--- src/rtl/spi_if_pkg.sv ---
// Shared definitions for the SPI master core: FSM states, control-register
// field positions and the bit-order helpers used by both shift registers.
package spi_if_pkg;

    typedef enum logic [2:0] {
        ST_IDLE  = 3'd0,
        ST_LOAD  = 3'd1,
        ST_SHIFT = 3'd2,
        ST_STORE = 3'd3,
        ST_DONE  = 3'd4
    } spi_state_e;

    localparam int CTRL_CPOL    = 0;
    localparam int CTRL_CPHA    = 1;
    localparam int CTRL_LSB     = 2;
    localparam int CTRL_DIV_LSB = 8;
    localparam int CTRL_SS_LSB  = 16;

    localparam int TCTRL_WCNT_LSB   = 0;
    localparam int TCTRL_WCNT_WIDTH = 8;

    // Advance a shift register by one bit; the vacated end takes fill.
    function automatic logic [31:0] shift_word(input logic [31:0] w,
                                               input logic lsb_first,
                                               input logic fill);
        return lsb_first ? {fill, w[31:1]} : {w[30:0], fill};
    endfunction

    function automatic logic head_bit(input logic [31:0] w, input logic lsb_first);
        return lsb_first ? w[0] : w[31];
    endfunction

endpackage

--- src/rtl/spi_master_core_clk_gen.sv ---
// SCLK generator: one SCLK edge every (div+1) clocks while enabled, with
// leading/trailing/last-edge strobes that coincide with the toggling cycle.
module spi_clk_gen #(
    parameter int DIV_WIDTH = 8
) (
    input  logic                 clk_i,
    input  logic                 reset_n_i,
    input  logic                 en_i,
    input  logic                 cpol_i,
    input  logic [DIV_WIDTH-1:0] div_i,
    output logic                 sclk_o,
    output logic                 lead_o,
    output logic                 trail_o,
    output logic                 last_o
);

    logic [DIV_WIDTH-1:0] cnt_reg;
    logic [5:0]           edge_cnt_reg;
    logic                 edge_w;

    assign edge_w  = en_i && (cnt_reg == '0);
    assign lead_o  = edge_w && !edge_cnt_reg[0];
    assign trail_o = edge_w && edge_cnt_reg[0];
    assign last_o  = edge_w && (edge_cnt_reg == 6'd63);

    // While disabled the counter is preloaded so the first edge of a word
    // lands exactly (div+1) cycles after the enable rises.
    always_ff @(posedge clk_i or negedge reset_n_i) begin
        if (!reset_n_i) begin
            cnt_reg      <= '0;
            edge_cnt_reg <= '0;
            sclk_o       <= 1'b0;
        end else if (!en_i) begin
            cnt_reg      <= div_i;
            edge_cnt_reg <= '0;
            sclk_o       <= cpol_i;
        end else if (edge_w) begin
            cnt_reg      <= div_i;
            edge_cnt_reg <= edge_cnt_reg + 6'd1;
            sclk_o       <= ~sclk_o;
        end else begin
            cnt_reg      <= cnt_reg - 1'b1;
        end
    end

endmodule

--- src/rtl/spi_master_core.sv ---
// SPI shift engine: pulls words from the TX FIFO, shifts them out on MOSI
// while capturing MISO, pushes received words to the RX FIFO.
module spi_master_core
    import spi_if_pkg::*;
#(
    parameter int SS_WIDTH  = 4,
    parameter int DIV_WIDTH = 8
) (
    input  logic                clk_i,
    input  logic                reset_n_i,
    input  logic [31:0]         reg_control_i,
    input  logic [31:0]         reg_trans_ctrl_i,
    input  logic                trans_start_i,
    output logic                trans_done_o,
    input  logic                tx_empty_i,
    input  logic [31:0]         tx_data_i,
    output logic                tx_pull_o,
    input  logic                rx_full_i,
    output logic [31:0]         rx_data_o,
    output logic                rx_push_o,
    output logic                sclk_o,
    output logic                mosi_o,
    input  logic                miso_i,
    output logic [SS_WIDTH-1:0] ss_n_o
);

    spi_state_e                  state_reg;
    logic                        cpol_reg;
    logic                        cpha_reg;
    logic                        lsb_reg;
    logic [DIV_WIDTH-1:0]        div_reg;
    logic [TCTRL_WCNT_WIDTH-1:0] words_left_reg;
    logic [31:0]                 tx_sh_reg;
    logic [31:0]                 rx_sh_reg;

    logic clk_en;
    logic clk_cpol;
    logic lead;
    logic trail;
    logic last_edge;
    logic shift_evt;
    logic sample_evt;
    logic unused_bits;

    assign unused_bits = ^{reg_trans_ctrl_i[31:8], reg_control_i[31:20], reg_control_i[7:3]};

    assign clk_en = (state_reg == ST_SHIFT);

    always_comb begin
        clk_cpol = 1'b0;
        case (state_reg)
            ST_IDLE:                            clk_cpol = reg_control_i[CTRL_CPOL];
            ST_LOAD, ST_SHIFT, ST_STORE, ST_DONE: clk_cpol = cpol_reg;
            default:                            clk_cpol = 1'b0;
        endcase
    end

    // CPHA=0 presents the first bit in LOAD, so its final trailing edge
    // must not shift; CPHA=1 presents every bit on a leading edge.
    assign shift_evt  = cpha_reg ? lead : (trail && !last_edge);
    assign sample_evt = cpha_reg ? trail : lead;

    spi_clk_gen #(
        .DIV_WIDTH(DIV_WIDTH)
    ) u_clk_gen (
        .clk_i    (clk_i),
        .reset_n_i(reset_n_i),
        .en_i     (clk_en),
        .cpol_i   (clk_cpol),
        .div_i    (div_reg),
        .sclk_o   (sclk_o),
        .lead_o   (lead),
        .trail_o  (trail),
        .last_o   (last_edge)
    );

    always_ff @(posedge clk_i or negedge reset_n_i) begin
        if (!reset_n_i) begin
            state_reg      <= ST_IDLE;
            cpol_reg       <= 1'b0;
            cpha_reg       <= 1'b0;
            lsb_reg        <= 1'b0;
            div_reg        <= '0;
            words_left_reg <= '0;
            tx_sh_reg      <= '0;
            rx_sh_reg      <= '0;
            trans_done_o   <= 1'b0;
            tx_pull_o      <= 1'b0;
            rx_push_o      <= 1'b0;
            rx_data_o      <= '0;
            mosi_o         <= 1'b0;
            ss_n_o         <= '1;
        end else begin
            trans_done_o <= 1'b0;
            tx_pull_o    <= 1'b0;
            rx_push_o    <= 1'b0;
            case (state_reg)
                ST_IDLE: begin
                    ss_n_o <= '1;
                    if (trans_start_i) begin
                        cpol_reg       <= reg_control_i[CTRL_CPOL];
                        cpha_reg       <= reg_control_i[CTRL_CPHA];
                        lsb_reg        <= reg_control_i[CTRL_LSB];
                        div_reg        <= reg_control_i[CTRL_DIV_LSB +: DIV_WIDTH];
                        words_left_reg <= reg_trans_ctrl_i[TCTRL_WCNT_LSB +: TCTRL_WCNT_WIDTH];
                        ss_n_o         <= ~reg_control_i[CTRL_SS_LSB +: SS_WIDTH];
                        state_reg      <= ST_LOAD;
                    end
                end
                ST_LOAD: begin
                    if (!tx_empty_i) begin
                        tx_pull_o <= 1'b1;
                        mosi_o    <= head_bit(tx_data_i, lsb_reg);
                        tx_sh_reg <= cpha_reg ? tx_data_i : shift_word(tx_data_i, lsb_reg, 1'b0);
                        state_reg <= ST_SHIFT;
                    end
                end
                ST_SHIFT: begin
                    if (shift_evt) begin
                        mosi_o    <= head_bit(tx_sh_reg, lsb_reg);
                        tx_sh_reg <= shift_word(tx_sh_reg, lsb_reg, 1'b0);
                    end
                    if (sample_evt) begin
                        rx_sh_reg <= shift_word(rx_sh_reg, lsb_reg, miso_i);
                    end
                    if (last_edge) begin
                        state_reg <= ST_STORE;
                    end
                end
                ST_STORE: begin
                    if (!rx_full_i) begin
                        rx_data_o <= rx_sh_reg;
                        rx_push_o <= 1'b1;
                        if (words_left_reg != '0) begin
                            words_left_reg <= words_left_reg - 1'b1;
                            state_reg      <= ST_LOAD;
                        end else begin
                            state_reg      <= ST_DONE;
                        end
                    end
                end
                ST_DONE: begin
                    ss_n_o       <= '1;
                    trans_done_o <= 1'b1;
                    state_reg    <= ST_IDLE;
                end
                default: begin
                    state_reg <= ST_IDLE;
                    rx_data_o <= '0;
                    mosi_o    <= 1'b0;
                    ss_n_o    <= '1;
                end
            endcase
        end
    end

endmodule

--- config.mk ---
export PLATFORM = sky130hd
export DESIGN_NAME = spi_master_core
export DESIGN_NICKNAME = d
export VERILOG_FILES = /design/src/rtl/spi_if_pkg.sv /design/src/rtl/spi_master_core_clk_gen.sv /design/src/rtl/spi_master_core.sv
export SDC_FILE = /design/constraint.sdc
export NUM_CORES = 1
export LEC_CHECK = 0
export BUFFER_PORTS_ARGS = -buffer_cell sky130_fd_sc_hd__buf_2
export CORE_MARGIN = 2
export CORE_UTILIZATION = 50
export DETAILED_ROUTE_END_ITERATION = 16
export PLACE_DENSITY = 0.79
export SETUP_SLACK_MARGIN = 0.15
export SYNTH_ARGS = -nofsm -noshare
export SYNTH_HDL_FRONTEND = slang
export SYNTH_SLANG_ARGS = --single-unit
--- constraint.sdc ---
create_clock -name clk_i -period 3.3 [get_ports clk_i]
set_clock_uncertainty 0.1 [all_clocks]
set_input_delay 0.165 -clock clk_i [delete_from_list [all_inputs] [get_ports clk_i]]
set_output_delay 0.165 -clock clk_i [all_outputs]
set_load 0.005 [all_outputs]
Yosys cells after proc, flatten, opt, wreduce, memory -nomap -nowiden
Index checks and enable logic that the tools add are counted.
{"block": "word_totals", "ff_bits": 141, "in_bits": 102, "output_inout_bits": 41}
{"block": "classes", "add_sub_neg": 3, "eq_ne": 12, "n_mux": 40, "n_bitwise": 4, "n_reduce_logical": 23}
{"cell": "$mux W32", "n": 7}
{"cell": "$pmux W32 S2", "n": 2}
{"cell": "$mux W8", "n": 5}
{"cell": "$pmux W8 S2", "n": 1}
{"cell": "$sub A8 B1 Y8 const B", "n": 2}
{"cell": "$mux W3", "n": 5}
{"cell": "$ne A2 B2 Y1 const B", "n": 7}
{"cell": "$mux W1", "n": 13}
{"cell": "$mux W6", "n": 2}
{"cell": "$pmux W3 S4", "n": 1}
{"cell": "$logic_not A8 Y1", "n": 1}
{"cell": "$pmux W4 S2", "n": 1}
{"cell": "$reduce_and A4 Y1", "n": 2}
{"cell": "$reduce_bool A8 Y1", "n": 1}
{"cell": "$reduce_or A4 Y1", "n": 2}
{"cell": "$add A6 B1 Y6 const B", "n": 1}
{"cell": "$eq A3 B2 Y1 const B", "n": 2}
{"cell": "$eq A6 B6 Y1 const B", "n": 1}
{"cell": "$reduce_and A2 Y1", "n": 3}
{"cell": "$reduce_and A3 Y1", "n": 2}
{"cell": "$reduce_or A3 Y1", "n": 2}
{"cell": "$logic_and A1 B1 Y1", "n": 5}
{"cell": "$mux W4", "n": 1}
{"cell": "$not A4 Y4", "n": 1}
{"cell": "8 further kinds", "n": 12}

Longest topological paths before layout
Gate-level depths: netlist of the first run.
{"block": "logic_depth", "ltp_word": 8, "mapped_depth": 8, "ltp_nobuf": 6}

Modules after synthesis
Synthesis of the first run repeated with hierarchy kept, for this count alone.
{"block": "hier_totals", "cells_unflattened": 833, "area_unflattened_um2": 7850.0}
{"module": "spi_master_core", "instances": 1, "cells_per_inst": 741, "area_per_inst_um2": 6952.9, "seq_area_each_um2": 3158.0}
{"module": "spi_clk_gen", "instances": 1, "cells_per_inst": 92, "area_per_inst_um2": 897.1, "seq_area_each_um2": 375.4}

Worst setup path before layout of the first run
OpenSTA, ideal clock, no wires.
{"block": "synth_timing", "path_type": "register to register", "startpoint": "reg u_clk_gen.cnt_reg[5]", "endpoint": "reg tx_sh_reg[0]", "setup_time_ns": 0.125, "arrival_time_ns": 1.752, "slack_ns": 1.323, "path_stages_with_launch": 8, "path_buffers": 2, "synth_period_minus_slack_ns": 1.977, "cell_sequence": "dfrtp_1 > nor4_4 > and3_1 > buf_4 > and3_4 > o21ai_4 > buf_6 > mux2_4"}
{"block": "synth_via", "elab_chain_len": 8}
{"item": "start, declared", "line_no": "spi_master_core_clk_gen.sv:17", "source": "logic [DIV_WIDTH-1:0] cnt_reg;"}
{"item": "start signal, assigned", "line_no": "spi_master_core_clk_gen.sv:34", "source": "cnt_reg <= div_i;"}
{"item": "start signal, assigned", "line_no": "spi_master_core_clk_gen.sv:38", "source": "cnt_reg <= div_i;"}
{"item": "start signal, assigned", "line_no": "spi_master_core_clk_gen.sv:42", "source": "cnt_reg <= cnt_reg - 1'b1;"}
{"item": "$logic_not A8 Y1 *", "line_no": "spi_master_core_clk_gen.sv:21", "source": "assign edge_w = en_i && (cnt_reg == '0);"}
{"item": "$logic_and A1 B1 Y1 *", "line_no": "spi_master_core_clk_gen.sv:21"}
{"item": "$logic_and A1 B1 Y1", "line_no": "spi_master_core_clk_gen.sv:24", "source": "assign last_o = edge_w && (edge_cnt_reg == 6'd63);"}
{"item": "$logic_not A1 Y1", "line_no": "spi_master_core.sv:60", "source": "assign shift_evt = cpha_reg ? lead : (trail && !last_edge);"}
{"item": "$logic_and A1 B1 Y1", "line_no": "spi_master_core.sv:60"}
{"item": "$mux W1 *", "line_no": "spi_master_core.sv:60"}
{"item": "$ne A2 B2 Y1 (no line) *"}
{"item": "$reduce_and A3 Y1 (no line) *"}
{"item": "end signal, assigned", "line_no": "spi_master_core.sv:114", "source": "tx_sh_reg <= cpha_reg ? tx_data_i : shift_word(tx_data_i, lsb_reg, 1'b0);"}
{"item": "end signal, assigned", "line_no": "spi_master_core.sv:121", "source": "tx_sh_reg <= shift_word(tx_sh_reg, lsb_reg, 1'b0);"}
{"item": "end, declared", "line_no": "spi_master_core.sv:33", "source": "logic [31:0] tx_sh_reg;"}
Every way passes the cells marked *; elsewhere a longest branch is shown, timed or not.
A chain may end at the register's enable or synchronous reset.

Worst setup path in the final report of the first run
{"block": "layout_timing", "startpoint": "reg state_reg[1]", "endpoint": "reg tx_sh_reg[31]"}
{"block": "layout_via", "elab_chain_len": 8}
{"item": "start, declared", "line_no": "spi_master_core.sv:27", "source": "spi_state_e state_reg;"}
{"item": "start signal, assigned", "line_no": "spi_master_core.sv:79", "source": "state_reg <= ST_IDLE;"}
{"item": "start signal, assigned", "line_no": "spi_master_core.sv:107", "source": "state_reg <= ST_LOAD;"}
{"item": "start signal, assigned", "line_no": "spi_master_core.sv:115", "source": "state_reg <= ST_SHIFT;"}
{"item": "$eq A3 B2 Y1", "line_no": "spi_master_core.sv:47, spi_master_core.sv:97"}
{"item": "$logic_and A1 B1 Y1", "line_no": "spi_master_core_clk_gen.sv:21"}
{"item": "$logic_and A1 B1 Y1", "line_no": "spi_master_core_clk_gen.sv:24"}
{"item": "$logic_not A1 Y1", "line_no": "spi_master_core.sv:60"}
{"item": "$logic_and A1 B1 Y1", "line_no": "spi_master_core.sv:60"}
{"item": "$mux W1", "line_no": "spi_master_core.sv:60"}
{"item": "$ne A2 B2 Y1 (no line)"}
{"item": "$reduce_and A3 Y1 (no line)"}
Several ways; a longest one is shown, not always the timed one.

==> summary.md, run 1 <==
| Metric | Value |
|---|---|
| Status | completed |
| Int Pwr | 5.141 mW |
| Synth top area share | 46.17% |
| N_diodes | 0 |
| # port buffers | between 100 and 150 |
| Die height | between 100 and 150 um |
| Area growth syn-to-layout | 20.34% |
| Area of the die | 15840 um^2 |
| Max Slew Vio Count | 0 |
| Clk pwr share | approximately 23% |
| Antenna viol nets, final | 0 |
| Most frequent cells in the layout | dfrtp_1 (135), o21ai_0 (117), nand2_1 (110) |
| GRT overflow | 0 |
| Clk_lat worst skew | about 420 ps |
| Critical path required time | 3500 ps |
| CP arrival | approximately 2700 ps |
| Synth warn | 0 |
| Final TNS setup | 0 ps |
| Min-Delay Endpoint | ss_n_o[1] |
| PwrDens | 904.1 nW/um^2 |
| Core area | approximately 15000 um^2 |
| Synth area leaders | dfrtp_1 (46%), mux2i_1 (13%), o21ai_0 (7.9%), mux2_4 (6.1%), nand2_1 (5.6%) |
| Actual slew at the worst max-slew pin | between 1000 and 1500 ps |
| EDFF count, synth | 0 |
| CTS tree | done |
| Vias in the first global route | 5591 |
| Post-synth ARST share | 100.0% |
| Leak | ~4.3 nW |
| DR WL/cell | 16.10 um |
| Vias post-DR | between 5000 and 6000 |
| Finished Layout Cells | 1021 |
| Critical path class | reg -> reg |
| # placed instances | a little under 1000 |
| Initial antenna violation count | 0 |
| 1st-iter DRT viols | 374 |
| GPL Wtd Cong | 0.7851 |
| Hold Crit Start | trans_start_i |
| Synth Instances | between 700 and 800 |
| Post-synth top area cell | dfrtp_1 |
| Register area share after synthesis | about 48% |
| Post-Syn Nets | 819 |
| Netlist cell types | 52 |
| Synth Cell Area | roughly 7400 um^2 |
| Resized Gates After CTS | 0 |
| Max IR drop VDD | 629.3 uV |
| FF+latch area | between 3000 and 4000 um^2 |
| Crit path largest cell delay | ~530 ps |
| Sink Count | approximately 140 |
| Final net count | just over 900 |
| FF-to-FF path depth | 6 |
| First-pass GRT wire length | 27.54 mm |
| Crit. path cell count | 6 |
| Starting Density | about 50% |
| Fin crit share | 76.53% |
| Hold path cells | 4 |
| Clock transition at the registers of the reported paths | ~60 ps |
| Sw power | 2.937 mW |
| Worst hold slack | approximately 34 ps |
| Syn avg cell area | approximately 10 um^2 |
| Critical Path, Cell by Cell | nand4bb_1 -> and3b_1 -> and3_4 -> o21ai_4 -> buf_4 -> mux2_4 |
| Worst flop-to-flop path startpoint | state_reg[1] |
| Post-route DRC | 0 |
| Drt pass-1 iters | 5 |
| Rel. slew slack | 29.21% |
| # IOs | 143 |
| DR vias/cell | approximately 5.6 |
| Setup Fix Bufs, Post-CTS | 0 |
| Synth Flop Type | dfrtp_1 |
| Most common cell after layout, fill and taps aside | dfrtp_1 |
| Tmin final | 2525 ps |
| Final WS setup | slightly below 800 ps |
| Crit-path max FO | 14 |
| Synth Register Bits | 141 |
| WP buf/inv | 1 |
| Final wirelength | 16.44 mm |
| Die X-Extent | 125.9 um |
| Max Cap Viol | 0 |
| Largest net degree at the start of global routing | 78 |
| CP top delay family | simple AND/OR/NAND/NOR gates |
| Sw Ratio | a little over a third |
| Multi-input logic area | 3669 um^2 |
| Final setup viols | 0 |
| Startpoint Class | register |
| H-tree levels | 4 |
| Setup crit end kind | register |
| Layout filler cell count | roughly 1200 |
| Reg power frac | between 30% and 40% |
| Worst Hold Class | in -> reg |
| CTS buffer count | 17 |
| Tot GR Track Use | 21.49% |
| Flop-to-flop setup slack | 770 ps |
| Combinational Power Share | 42.3% |
| Share of layout cells above drive strength 1 | 24.61% |
| Row count | 44 |
| Max Root-Sink Buffers | 2 |
| CP max stage cell | dfrtp_1 |
| RSZ-0062 raised after global routing | false |
| Max Fclk | 396.0 MHz |
| Placement Setup Slack | 800.2 ps |
| Final hold vios | 0 |
| Worst r2r dst | tx_sh_reg[31] |
| Post-DP HPWL | 10.08 mm |
| Clock Root Buffer | clkbuf_16 |
-- per-stage QoR --
step | power (mW) | cell area, um^2 | utilization, %
3_5_place_dp | 6.169 | 8082 | 55.60
3_3_place_gp | 6.073 | 8082 | 55.60
4_1_cts | 8.111 | 8935 | 61.48
2_1_floorplan | 5.504 | 7425 | -
6_report | 8.078 | 8935 | 61.48
5_1_grt | 8.614 | 8935 | 61.48
-- how the worst max path moves through the flow --
| stage | startpoint | end | slack (ps) |
|---|---|---|---|
| floorplan | u_clk_gen.cnt_reg[5] | tx_sh_reg[0] | 1320 |
| global placement | state_reg[1] | tx_sh_reg[31] | 860 |
| detailed placement | state_reg[0] | tx_sh_reg[30] | 800 |
| CTS | state_reg[1] | tx_sh_reg[28] | 780 |
| global route | state_reg[0] | tx_sh_reg[30] | 630 |
| finish | state_reg[1] | tx_sh_reg[31] | 770 |
-- layer usage --
metal	share of wire, %	track usage (%)	vias to the layer above
met4	2.8	8.339	0
li1	-	-	2766
met1	46	28.45	2817
met2	48	34.24	139
met3	3.9	5.438	35
met5	0	0	-
-- synth_stat cells (2+ instances only) --
master / count
xor2_1: 6
inv_1: 4
dfrtp_1: 137
and2_1: 2
nor3_1: 3
nor4_1: 2
xnor2_1: 7
dfstp_2: 4
buf_2: 7
nand2b_1: 5
o21a_1: 2
o2bb2ai_1: 3
a21oi_1: 9
nor3b_1: 2
nand3b_1: 2
mux2i_1: 94
nand3_1: 13
a22o_1: 33
o21ai_0: 117
buf_6: 3
nor2_1: 24
nand4_1: 3
clkbuf_1: 38
mux2_2: 16
and3_1: 2
nor2b_1: 2
nand2_1: 111
o211ai_1: 2
ha_1: 5
mux2_4: 30
a22oi_1: 3
-- power groups by stage --
stage                     logic [mW]  clock network [mW]  registers, mW
after floorplan                 3.00                   0           2.51
after global placement          3.26                   0           2.81
after detailed placement        3.34                   0           2.83
after CTS                       3.43                1.88           2.80
after global routing            3.76                1.97           2.88
final                           3.42                1.85           2.81
-- layout make-up --
class                   count  share of cell area (%)
multi-input cells         518                   41.06
flip-flops and latches    141                   39.60
repair buffers            142                   10.07
clock buffers              23                   5.573
well taps                 184                   2.577
clock inverters             9                  0.9522
inverters                   4                  0.1680
-- kinds of logic (layout without fill, tap and decap cells) --
kind of cell               after synthesis  after routing  share of synthesized area [%]
muxes                                  140            140                          21.17
xor gates and xnor gates                13             13                          1.534
adders and majority gates                5              5                         0.8426
buffers and inverters                   53            178                          3.151
DFF                                    141            141                          47.59
AOI/OAI and AO/OA                      180            180                          14.73
and+or+nand+nor                        180            180                          10.99
-- repair_timing --
item                                   CTS  global route
hold buffers                            27             0
setup endpoints to repair                0             0
endpoints found under the hold margin  102             0
-- worst register-to-register path, stage by stage, from the launching register on --
cell	delay [ps]
dfrtp_1	530
nand4bb_1	330
and3b_1	230
and3_4	170
o21ai_4	370
buf_4	350
mux2_4	330
Note: power is estimated with default switching activity, not from simulation.
==> inputs of run 2 (changes only) <==
PLACE_DENSITY = 0.82   (was 0.79)
clock period = 2.03 ns   (was 3.3 ns; I/O delays follow)
==> run 2 against run 1 <==
Net effect: the run now ends with negative setup slack left; wire length increased by 16%; setup slack worse by 780 ps; first-iteration DRC count fell by 1.3%; critical path depth unchanged; fmax grew 24%; critical path type unchanged; critical endpoint is now tx_sh_reg[25].
==> summary.md, run 2 (synthesis gave the netlist of run 1 again) <==
| Metric | Value |
|---|---|
| Status | complete, but fails checks (was completed) |
| Failing checks | negative setup slack |
| Crit-path max FO | 17 (was 14) |
| DR WL/cell | 18.10 um (was 16.10 um) |
| Crit path largest cell delay | 420 ps (was 530 ps) |
| Post-DP HPWL | 10.80 mm (was 10.08 mm) |
| Drt pass-1 iters | 5 (unchanged) |
| Antenna viol nets, final | 0 (unchanged) |
| Dpl cell area | 8322 um^2 (was 8082 um^2) |
| CTS buffer count | 17 (unchanged) |
| Final WS setup | -3.044 ps (was 774.6 ps) |
| Rel. slew slack | 62.58% (was 29.21%) |
| Tot GR Track Use | 23.08% (was 21.49%) |
| Total Power | 14.25 mW (was 8.078 mW) |
| Area of the die | 15840 um^2 (unchanged) |
| Area growth syn-to-layout | 31.83% (was 20.34%) |
| Vias in the first global route | 5994 (was 5591) |
| Post-route cell area | 9788 um^2 (was 8935 um^2) |
| # port buffers | 101 (unchanged) |
| Utilization after layout | 67.35% (was 61.48%) |
| Max Slew Vio Count | 0 (unchanged) |
| Max Fclk | 491.9 MHz (was 396.0 MHz) |
| GRT overflow | 0 (unchanged) |
| Tmin final | 2033 ps (was 2525 ps) |
| Die height | 125.9 um (unchanged) |
| PwrDens | 1456 nW/um^2 (was 904.1 nW/um^2) |
| RSZ-0062 raised after global routing | true (was false) |
| Die X-Extent | 125.9 um (unchanged) |
| Clock Root Buffer | clkbuf_16 (unchanged) |
| Leak | 4.630 nW (was 4.287 nW) |
| Most common cell after layout, fill and taps aside | dfrtp_1 (unchanged) |
| Max Root-Sink Buffers | 2 (unchanged) |
| CP max stage cell | dfrtp_2 (was dfrtp_1) |
| Max Cap Viol | 0 (unchanged) |
| Critical path class | reg -> reg (unchanged) |
| Row count | 44 (unchanged) |
| Setup crit end kind | register (unchanged) |
| Clock transition at the registers of the reported paths | 60 ps (about the same) |
| H-tree levels | 4 (unchanged) |
| Starting Density | 51.08% (unchanged) |
| Clk_lat worst skew | 430 ps (was 420 ps) |
| Final setup viols | 2 (was 0) |
| Sink Count | 141 (unchanged) |
| CP arrival | 2240 ps (was 2730 ps) |
| Initial antenna violation count | 1 (was 0) |
| GPL Wtd Cong | 0.8334 (was 0.7851) |
| Startpoint Class | register (unchanged) |
| Vias post-DR | 6202 (was 5757) |
| Worst Hold Class | in -> reg (unchanged) |
| # IOs | 143 (unchanged) |
| CP dominant cell by count | and3_4 |
| Final net count | 964 (was 931) |
| Post-route DRC | 0 (unchanged) |
| Core area | 14530 um^2 (unchanged) |
| Share of layout cells above drive strength 1 | 34.83% (was 24.61%) |
| DR vias/cell | 5.879 (was 5.639) |
| Worst hold slack | 60.39 ps (was 33.70 ps) |
| CTS tree | done (unchanged) |
| Final TNS setup | -3.140 ps (was 0 ps) |
| Critical Path, Cell by Cell | nor4_4 -> and3_4 -> and3_4 -> o21ai_4 -> buf_12 -> mux2_4 (was nand4bb_1 -> and3b_1 -> and3_4 -> o21ai_4 -> buf_4 -> mux2_4) |
| Actual slew at the worst max-slew pin | 561.3 ps (was 1062 ps) |
| Fin crit share | 100.1% (was 76.53%) |
| 1st-iter DRT viols | 369 (was 374) |
| Max IR drop VDD | 839.1 uV (was 629.3 uV) |
| Most frequent cells in the layout | dfrtp_1 (132), buf_2 (100), mux2i_1 (94) (was dfrtp_1 (135), o21ai_0 (117), nand2_1 (110)) |
| First-pass GRT wire length | 29.64 mm (was 27.54 mm) |
| Final hold vios | 0 (unchanged) |
| Critical path required time | 2240 ps (was 3500 ps) |
| Largest net degree at the start of global routing | 72 (was 78) |
| Final wirelength | 19.09 mm (was 16.44 mm) |
run 2: final timing paths:
kind / startpoint / end / slack (ps) / cells after the start
worst min register to register: div_reg[7] / u_clk_gen.cnt_reg[7] / 390 / 2
worst min-delay path: tx_data_i[11] / tx_sh_reg[11] / 60 / 6
min in group asynchronous: reset_n_i / rx_data_o[26] / 110 / 2
max in group asynchronous: reset_n_i / rx_data_o[0] / 1070 / 3
worst max register to register: u_clk_gen.cnt_reg[5] / tx_sh_reg[25] / -3 / 6
worst max-delay path: u_clk_gen.cnt_reg[5] / tx_sh_reg[25] / -3 / 6
run 2: area by class of cell:
type | count | area (um^2)
repair buffers | 175 | 1380
well taps | 184 | 230.2
fillers | 1039 | 4746
flip-flops and latches | 141 | 3542
diodes | 1 | 2.502
clock inverters | 14 | 192.7
inverters | 4 | 15.01
multi-input cells | 518 | 3996
clock buffers | 18 | 429.2
run 2: per-stage QoR:
stage	std cells	setup WS, ps
global placement	979	37.12
global route	1055	-57.75
floorplan	712	64.07
finish	1055	-3.044
detailed placement	979	-21.45
CTS	1043	30.77
run 2: repair_timing:
| action | in CTS | in global routing |
|---|---|---|
| hold endpoints to repair | 155 | 0 |
| setup endpoints to repair | 67 | 78 |
| pin swaps | 0 | 40 |
| hold buffers | 30 | 0 |
| cloned | 1 | 6 |
| resized for setup | 7 | 120 |
| setup buffers | 1 | 5 |
run 2: worst max-delay path, delay by kind of cell, from the launching register on:
kind	cells	cell delay [ps]
and+or+nand+nor	3	820
buffers and inverters	1	190
DFF	1	420
muxes	1	300
AOI/OAI and AO/OA	1	80
run 2: where the power goes:
group	switching, mW	leakage (nW)	total, mW	internal [mW]
Combinational	3.29	2.51	6.69	3.40
Sequential	0.656	1.82	4.27	3.62
Clock	1.23	0.296	3.29	2.05
run 2: per-layer routing:
layer,GRT usage [%],vias to the layer above,part of all wire (%)
li1,-,2841,-
met1,29.54,3104,41
met2,37.77,201,51
met3,5.438,56,5.0
met4,9.955,0,3.0
met5,0,-,0
==> inputs of run 3 (changes only) <==
PLACE_DENSITY = 0.79   (was 0.82)
SLEW_MARGIN = 40   (was not set)
clock period = 2.1 ns   (was 2.03 ns; I/O delays follow)
==> run 3 against run 2 <==
Net effect: the flow now finishes without violations; design area fell by 3.7%; final cell count fell by 0.19%; worst hold slack worse by 21 ps; global-route usage down 0.39 points; wire length down 6.2%; utilization is 2.5 points lower; sequential share of layout area up 1.3 points; critical path depth stayed put; fmax up 2.6%; die area is the same; total power decreased by 2.3%; via count fell by 3.7%; critical path type unchanged; critical endpoint is now state_reg[1].
==> summary.md, run 3 (synthesis gave the netlist of run 1 again) <==
| Metric | Value |
|---|---|
| Status | completed (was complete, but fails checks) |
| Tot GR Track Use | 22.70% (was 23.08%) |
| Critical Path, Cell by Cell | nor4_4 -> nand3_1 -> buf_4 -> o21ai_0 -> o21ai_1 -> mux2_2 (was nor4_4 -> and3_4 -> and3_4 -> o21ai_4 -> buf_12 -> mux2_4) |
| Antenna viol nets, final | 0 (unchanged) |
| Sink Count | 141 (unchanged) |
| PwrDens | 1476 nW/um^2 (was 1456 nW/um^2) |
| Area of the die | 15840 um^2 (unchanged) |
| Crit path from | u_clk_gen.cnt_reg[3] (was u_clk_gen.cnt_reg[5]) |
| # port buffers | 101 (unchanged) |
| Placement Setup Slack | 61.45 ps (was -21.45 ps) |
| Vias post-DR | 5973 (was 6202) |
| Total Power | 13.91 mW (was 14.25 mW) |
| Crit-path max FO | 3 (was 17) |
| Max Slew Vio Count | 0 (unchanged) |
| Crit. path cell count | 6 (unchanged) |
| RSZ-0062 raised after global routing | true (unchanged) |
| DR vias/cell | 5.672 (was 5.879) |
| # IOs | 143 (unchanged) |
| FF-to-FF path depth | 6 (unchanged) |
| Rel. slew slack | 62.88% (was 62.58%) |
| Actual slew at the worst max-slew pin | 556.8 ps (was 561.3 ps) |
| CP arrival | 2190 ps (was 2240 ps) |
| First-pass GRT wire length | 29.06 mm (was 29.64 mm) |
| Final net count | 961 (was 964) |
| CP top delay family | simple AND/OR/NAND/NOR gates (unchanged) |
| Row count | 44 (unchanged) |
| Drt pass-1 iters | 5 (unchanged) |
| Tmin final | 1981 ps (was 2033 ps) |
| Worst Hold Class | in -> reg (unchanged) |
| Initial antenna violation count | 2 (was 1) |
| Die height | 125.9 um (unchanged) |
| Clock transition at the registers of the reported paths | 60 ps (about the same) |
| Clk pwr share | 25.4% (was 23.1%) |
| Final TNS setup | 0 ps (was -3.140 ps) |
| Critical path class | reg -> reg (unchanged) |
| Final hold vios | 0 (unchanged) |
| Setup crit end | state_reg[1] (was tx_sh_reg[25]) |
| Final WS setup | 119.2 ps (was -3.044 ps) |
| Final wirelength | 17.91 mm (was 19.09 mm) |
| Post-route DRC | 0 (unchanged) |
| Share of layout cells above drive strength 1 | 27.10% (was 34.83%) |
| Most common cell after layout, fill and taps aside | dfrtp_1 (unchanged) |
| Post-DP HPWL | 10.62 mm (was 10.80 mm) |
| Worst flop-to-flop path startpoint | u_clk_gen.cnt_reg[3] (was u_clk_gen.cnt_reg[5]) |
| Area growth syn-to-layout | 26.96% (was 31.83%) |
| Max IR drop VDD | 1222 uV (was 839.1 uV) |
| Critical path required time | 2310 ps (was 2240 ps) |
| Largest net degree at the start of global routing | 66 (was 72) |
| DR WL/cell | 17.01 um (was 18.10 um) |
| Worst r2r dst | state_reg[1] (was tx_sh_reg[25]) |
| Post-route cell area | 9427 um^2 (was 9788 um^2) |
| Sw power | 4.819 mW (was 5.177 mW) |
| Setup crit end kind | register (unchanged) |
| Leak | 4.537 nW (was 4.630 nW) |
| Fin crit share | 94.32% (was 100.1%) |
| Max Cap Viol | 0 (unchanged) |
| Vias in the first global route | 5836 (was 5994) |
| GPL Wtd Cong | 0.8514 (was 0.8334) |
| Int Pwr | 9.096 mW (was 9.071 mW) |
| GRT overflow | 0 (unchanged) |
| Utilization after layout | 64.86% (was 67.35%) |
| CTS tree | done (unchanged) |
| Clk_lat worst skew | 420 ps (was 430 ps) |
| Clock Root Buffer | clkbuf_16 (unchanged) |
| Max Root-Sink Buffers | 2 (unchanged) |
| CP max stage cell | dfrtp_1 (was dfrtp_2) |
| Combinational Power Share | 44.7% (was 46.9%) |
| Reg power frac | 29.8% (was 30.0%) |
| Die X-Extent | 125.9 um (unchanged) |
| Final setup viols | 0 (was 2) |
| Starting Density | 51.08% (unchanged) |
| Most frequent cells in the layout | dfrtp_1 (135), o21ai_0 (116), nand2_1 (110) (was dfrtp_1 (132), buf_2 (100), mux2i_1 (94)) |
| Dpl cell area | 8279 um^2 (was 8322 um^2) |
| Core area | 14530 um^2 (unchanged) |
| CTS buffer count | 17 (unchanged) |
| H-tree levels | 4 (unchanged) |
| 1st-iter DRT viols | 366 (was 369) |
| Startpoint Class | register (unchanged) |
| Max Fclk | 504.8 MHz (was 491.9 MHz) |
| Crit path largest cell delay | 400 ps (was 420 ps) |
| Layout filler cell count | 1112 (was 1039) |
| Sw Ratio | 34.63% (was 36.33%) |
| Flop-to-flop setup slack | 120 ps (was -3 ps) |
| WP buf/inv | 1 (unchanged) |
## run 3: cell types whose count changed in the layout (fill, tap and decap cells not counted), moves of 4 or more
cell     before  now
o21ai_1      14    2
o21ai_2      21    0
nand2_2      17    1
o21ai_0      82  116
buf_4        25   29
nand2_1      77  110
nand2_4      17    0
## run 3: tightest hold or removal path: cells and delay by family
family          cells  cell delay [ps]
buf+inv             1              110
compound gates      1              170
mux                 1              140
## run 3: how the worst min path moves through the flow
stage	start	to	slack (ps)	cells past startpoint
global route	tx_data_i[0]	tx_sh_reg[0]	30	3
global placement	reset_n_i	div_reg[4]	20	1
detailed placement	reset_n_i	div_reg[4]	20	1
floorplan	reset_n_i	cpha_reg	-290	0
CTS	tx_data_i[0]	tx_sh_reg[0]	20	3
finish	tx_data_i[0]	tx_sh_reg[0]	40	3
## run 3: cell type report
| cell class | instances | area (um^2) | share of cell area, % |
|---|---|---|---|
| diodes | 2 | 5.005 | 0.05309 |
| clock buffers | 21 | 460.4 | 4.885 |
| clock inverters | 11 | 236.5 | 2.509 |
| inverters | 4 | 15.01 | 0.1593 |
| multi-input cells | 518 | 3700 | 39.25 |
| flip-flops and latches | 141 | 3538 | 37.54 |
| well taps | 184 | 230.2 | 2.442 |
| repair buffers | 172 | 1241 | 13.17 |
## run 3: power by group through the flow
stage | clock network [mW] | logic (mW) | registers (mW)
finish | 3.54 | 6.23 | 4.15
global route | 3.72 | 6.80 | 4.22
CTS | 3.58 | 5.99 | 4.16
detailed placement | 0 | 5.72 | 4.28
global placement | 0 | 5.58 | 4.24
floorplan | 0 | 4.71 | 3.94
## run 3: metal layers
| metal | vias to the layer above | part of all wire, % | wire [um] | track usage [%] |
|---|---|---|---|---|
| met4 | 0 | 2.7 | 481 | 9.114 |
| met5 | - | 0 | 0 | 0 |
| met3 | 40 | 4.7 | 833 | 6.075 |
| li1 | 2838 | - | - | - |
| met2 | 184 | 49 | 8755 | 36.47 |
| met1 | 2911 | 44 | 7837 | 29.45 |
## run 3: what timing repair did
action                                  in CTS  in global routing
gates resized for setup                      2                  7
setup buffers                                2                  4
endpoints found under the setup margin      35                 76
pin swaps                                    2                  2
hold endpoints to repair                    92                  0
hold buffers                                32                  0
gates cloned                                 0                  1
## run 3: metrics by stage
step,std cells,hold WS [ps]
3_3_place_gp,980,19.99
5_1_grt,1053,29.78
2_1_floorplan,712,-290.6
4_1_cts,1046,23.34
3_5_place_dp,980,18.56
6_report,1053,38.90
